==> config.mk <==
export PLATFORM = sky130hd
export DESIGN_NAME = instr_fetch_flat
export DESIGN_NICKNAME = d
export VERILOG_FILES = /design/src/rtl/instr_fetch_if.sv /design/src/rtl/instr_fetch.sv /design/src/flat_wrapper.sv
export SDC_FILE = /design/constraint.sdc
export NUM_CORES = 1
export LEC_CHECK = 0
export ABC_CLOCK_PERIOD_IN_PS = 2930
export CAP_MARGIN = 30
export CORE_MARGIN = 1.5
export CORE_UTILIZATION = 44
export CTS_CLUSTER_DIAMETER = 40
export CTS_CLUSTER_SIZE = 16
export DETAILED_ROUTE_END_ITERATION = 7
export HOLD_SLACK_MARGIN = 0.03
export PLACE_DENSITY = 0.82
export SYNTH_ARGS = -nofsm -noshare
export SYNTH_HDL_FRONTEND = slang
export SYNTH_SLANG_ARGS = --single-unit
==> constraint.sdc <==
create_clock -name clk -period 2.93 [get_ports clk]
set_clock_uncertainty 0.15 [all_clocks]
set_input_delay 0.293 -clock clk [delete_from_list [all_inputs] [get_ports clk]]
set_output_delay 0.293 -clock clk [all_outputs]
set_load 0.1 [all_outputs]
==> src/rtl/instr_fetch_if.sv <==
// Instruction-memory bus between the fetch stage and an asynchronous-read ROM/RAM.
interface instr_fetch_if;
  logic [10:0] imem_addr;
  logic [31:0] imem_instr;

  modport master (output imem_addr, input imem_instr);
  modport slave  (input imem_addr, output imem_instr);
endinterface

==> src/rtl/instr_fetch.sv <==
// Fetch stage: PC register with redirect/stall/flush control and the IF/ID pipeline register.
module instr_fetch #(
  parameter logic [31:0] RESET_PC = 32'h0040_0000,
  parameter logic [31:0] EXC_VEC  = 32'h0040_0004
) (
  input  logic                clk,
  input  logic                rst,
  input  logic                stall,
  input  logic                flush,
  input  logic                br_taken,
  input  logic [31:0]         br_target,
  input  logic                jmp,
  input  logic [31:0]         jmp_target,
  input  logic                exc,
  input  logic                eret,
  input  logic [31:0]         epc,
  instr_fetch_if.master       imem,
  output logic [31:0]         pc,
  output logic [31:0]         if_instr,
  output logic [31:0]         if_pc,
  output logic [31:0]         if_pc4,
  output logic                if_valid,
  output logic [31:0]         fetch_cnt
);

  logic        redirect;
  logic [31:0] redir_raw;
  logic [31:0] pc_plus4;
  logic [31:0] pc_next;

  // Word offset into the memory window; wraps modulo 2048 words.
  assign imem.imem_addr = 11'((pc - RESET_PC) >> 2);

  assign pc_plus4 = pc + 32'd4;
  assign redirect = exc | eret | jmp | br_taken;

  always_comb begin
    redir_raw = br_target;
    if (exc)       redir_raw = EXC_VEC;
    else if (eret) redir_raw = epc;
    else if (jmp)  redir_raw = jmp_target;

    pc_next = pc_plus4;
    if (redirect)   pc_next = redir_raw & ~32'h3;
    else if (stall) pc_next = pc;
  end

  // Flush only bubbles IF/ID; the PC follows the normal stall/sequential rule.
  always_ff @(posedge clk) begin
    if (rst) begin
      pc        <= RESET_PC;
      if_instr  <= '0;
      if_pc     <= '0;
      if_pc4    <= '0;
      if_valid  <= 1'b0;
      fetch_cnt <= '0;
    end else begin
      pc <= pc_next;
      if (redirect || flush) begin
        if_instr <= '0;
        if_valid <= 1'b0;
      end else if (!stall) begin
        if_instr  <= imem.imem_instr;
        if_pc     <= pc;
        if_pc4    <= pc_plus4;
        if_valid  <= 1'b1;
        fetch_cnt <= fetch_cnt + 32'd1;
      end
    end
  end

endmodule

==> src/flat_wrapper.sv <==
// flat-port wrapper written by rule: the top's interface ports become plain ports
module instr_fetch_flat 
#(
  parameter logic [31:0] RESET_PC = 32'h0040_0000,
  parameter logic [31:0] EXC_VEC  = 32'h0040_0004
)
  (clk, rst, stall, flush, br_taken, br_target, jmp, jmp_target, exc, eret, epc, pc, if_instr, if_pc, if_pc4, if_valid, fetch_cnt, imem_imem_addr, imem_imem_instr);
  instr_fetch_if imem_i ();
  input  logic clk;
  input  logic rst;
  input  logic stall;
  input  logic flush;
  input  logic br_taken;
  input  logic [31:0] br_target;
  input  logic jmp;
  input  logic [31:0] jmp_target;
  input  logic exc;
  input  logic eret;
  input  logic [31:0] epc;
  output logic [31:0] pc;
  output logic [31:0] if_instr;
  output logic [31:0] if_pc;
  output logic [31:0] if_pc4;
  output logic if_valid;
  output logic [31:0] fetch_cnt;
  output wire logic [$bits(imem_i.imem_addr)-1:0] imem_imem_addr;
  input wire logic [$bits(imem_i.imem_instr)-1:0] imem_imem_instr;
  assign imem_imem_addr = imem_i.imem_addr;
  assign imem_i.imem_instr = imem_imem_instr;
  instr_fetch #(.RESET_PC(RESET_PC), .EXC_VEC(EXC_VEC)) u_core (.clk(clk), .rst(rst), .stall(stall), .flush(flush), .br_taken(br_taken), .br_target(br_target), .jmp(jmp), .jmp_target(jmp_target), .exc(exc), .eret(eret), .epc(epc), .imem(imem_i), .pc(pc), .if_instr(if_instr), .if_pc(if_pc), .if_pc4(if_pc4), .if_valid(if_valid), .fetch_cnt(fetch_cnt));
endmodule
==> flow_metrics.env <==
export IMPL_outcome="complete, no violations"
export IMPL_holdWs_ps=119.0
export IMPL_yosysWarnings=0
export IMPL_cts_sinks=155
export IMPL_synth_area_mm2=0.007508
export IMPL_relSlewSlack_pct=47.03
export IMPL_ys_ff_latch=155
export IMPL_ant_nets=0
export IMPL_synthCells=914
export IMPL_fin_nets=1312
export IMPL_path_clk_slew_ps=60
export IMPL_powerDensity_mw_per_mm2=489.3
export IMPL_io_pins=308
export IMPL_gp_congestion=0.8538
export IMPL_die_area_mm2=0.01786
export IMPL_synth_edf_count=0
export IMPL_period_share_pct=89.07
export IMPL_dr_pass1_iters=5
export IMPL_p_sw_share_pct=27.03
export IMPL_start_kind="flip-flop"
export IMPL_avgSynthCellArea_um2=8.215
export IMPL_fin_setup_tns_ps=0
export IMPL_synth_async_sr_flop_share_pct=0
export IMPL_yosysSeqAreaShare_pct=41.33
export IMPL_grt_antenna_before_repair=0
export IMPL_die_y_um=133.6
export IMPL_clk_latency_ps=420
export IMPL_final_util_pct=64.86
export IMPL_numCtsBuffers=17
export IMPL_start_util_pct=45.12
export IMPL_p_clk_share_pct=43.5
export IMPL_area_growth_pct=43.76
export IMPL_cts_resized_gates=0
export IMPL_maxCapViolCount=0
export IMPL_dpl_hpwl_um=17980
export IMPL_clock_path_buffers=2
export IMPL_critPathCaptureType="flip-flop"
export IMPL_p_leak_nw=4.177
export IMPL_cts_tree="yes"
export IMPL_wirelength_um=24350
export IMPL_slew_violations=0
export IMPL_total_power_mw=5.282
export IMPL_rsz0062_at_grt="false"
export IMPL_pre_cts_ws_ps=-6.433
export IMPL_finalSetupViolCount=0
export IMPL_grt_max_degree=60
export IMPL_crit_type="flip-flop to flip-flop"
export IMPL_max_freq_mhz=383.2
export IMPL_p_comb_share_pct=15.3
export IMPL_antennaDiodeCount=0
export IMPL_port_buffer_count=295
export IMPL_drt_iter0_markers=687
export IMPL_postCtsSetupBuffers=0
export IMPL_p_switching_mw=1.428
export IMPL_path_max_fanout=10
export IMPL_detail_route_wl_per_cell_um=17.30
export IMPL_post_route_min_period_ps=2610
export IMPL_synth_main_ff_cell="dfxtp_1"
export IMPL_drive_gt1_share_pct=20.89
export IMPL_htree_num_levels=4
export IMPL_dieWidth_um=133.6
export IMPL_cp_arrival_ps=2740
export IMPL_final_common_cell="buf_4"
export IMPL_fill_cells=1387
export IMPL_grt_use_total_pct=27.29
export IMPL_core_area_mm2=0.01664
export IMPL_layout_cells_most_common_list="buf_4 (194), dfxtp_1 (149), nor2_1 (125), clkdlybuf4s50_1 (125), nand2_1 (101)"
export IMPL_grt_pass1_vias=7238
export IMPL_drc=0
export IMPL_peakVddDrop_v=0.0003718
export IMPL_critPathRequiredTime_ps=3060
export IMPL_hold_viol=0
export IMPL_grt_pass1_wl_um=38430
export IMPL_setup_slack_ps=320.2
export IMPL_postCtsHoldBufs=0
export IMPL_tightest_slew_ps=791.7
export IMPL_via_per_inst=5.387
export IMPL_num_rows=47
export IMPL_overflow=0
export IMPL_cts_root_buffer="clkbuf_16"
export IMPL_yosysUniqueCellTypes=45
export IMPL_via_count=7580
export IMPL_internal_power_mw=3.854
export IMPL_holdCritPathClass="input pin to flip-flop"
export IMPL_p_seq_share_pct=41.2
critical path, cell delays in order (launching register included):
cell and delay (ps):
dfxtp_2 480, nand4_1 330, or4_1 750, nor4_1 490
xnor2_1 190, o22ai_1 90
metal layers:
metal | wire length, um | vias to the layer above | part of all wire, % | global-route usage (%)
li1 | - | 3674 | - | -
met2 | 11710 | 358 | 48 | 45.37
met3 | 2395 | 32 | 9.8 | 8.447
met5 | 0 | - | 0 | 0
met1 | 9834 | 3516 | 40 | 33.48
met4 | 410 | 0 | 1.7 | 9.481
Yosys cell counts, types with 2 or more instances:
library cell	instances	area [um2]
a22oi_1	5	37.54
a311oi_1	7	61.31
dfxtp_1	155	3103
or3_1	16	100.1
and2_1	4	25.02
nor4_1	16	100.1
nor3_1	28	140.1
a21oi_1	62	310.3
buf_4	17	127.6
nand2b_1	6	37.54
buf_2	3	15.01
a31oi_1	2	12.51
mux2i_1	62	620.6
a211oi_1	28	210.2
nand4_1	20	125.1
nand3_1	19	95.09
ha_1	2	25.02
o21ai_0	28	140.1
xor2_1	22	192.7
mux2_2	10	112.6
and4_1	10	87.58
o22ai_1	11	68.82
nor2_1	125	469.2
or4_1	8	60.06
buf_1	6	22.52
inv_1	16	60.06
nand2_1	101	379.1
nor3b_1	2	15.01
xnor2_1	43	376.6
clkbuf_1	61	229.0
and3_1	5	31.28
state kept, by name, summed over array words and instances (netlist names):
name and flops:
u_core.fetch_cnt 32, u_core.if_instr 32, u_core.if_pc4 30, u_core.if_pc 30
u_core.pc 30, u_core.if_valid 1
power groups by stage:
| stage | Clock [mW] | Combinational [mW] | Sequential [mW] |
|---|---|---|---|
| finish | 2.30 | 0.807 | 2.18 |
| global route | 2.42 | 0.850 | 2.18 |
| CTS | 2.33 | 0.808 | 2.18 |
| detailed placement | 0 | 0.805 | 2.22 |
| global placement | 0 | 0.798 | 2.22 |
| floorplan | 0 | 0.330 | 2.40 |
kinds of logic after synthesis:
logic type	after synthesis	share of synthesized area (%)
other	1	0.04994
AND/OR/NAND/NOR	366	22.86
XOR/XNOR	65	7.582
adder cells (fa/ha/maj)	2	0.3332
AO/OA/AOI/OAI	149	11.88
flip-flops	155	41.33
buffers and inverters	104	6.199
multiplexers	72	9.765
final cells by class:
cell class / instances / area, um2 / share of cell area (%)
inverters: 16 / 60.06 / 0.5564
multi-input cells: 660 / 3973 / 36.80
clock buffers: 23 / 478.0 / 4.428
flip-flops and latches: 155 / 3110 / 28.82
clock inverters: 9 / 135.1 / 1.252
well taps: 220 / 275.3 / 2.550
repair buffers: 324 / 2763 / 25.59
path summary, 6_finish.rpt:
| path | to | from | cells past startpoint | slack, ps |
|---|---|---|---|---|
| worst max register to register | u_core.pc[23] | u_core.pc[5] | 5 | 320 |
| worst min-delay path | u_core.if_pc[13] | rst | 2 | 120 |
| worst min register to register | u_core.if_pc[26] | u_core.if_pc[26] | 2 | 300 |
| worst max-delay path | u_core.pc[23] | u_core.pc[5] | 5 | 320 |
stage by stage:
| stage | instances | cell area, um2 |
|---|---|---|
| after floorplan | 919 | 7535 |
| after global placement | 1375 | 10180 |
| after detailed placement | 1375 | 10180 |
| after CTS | 1407 | 10790 |
| after global routing | 1407 | 10790 |
| final | 1407 | 10790 |
No activity file was read; power rests on OpenSTA's default activity.
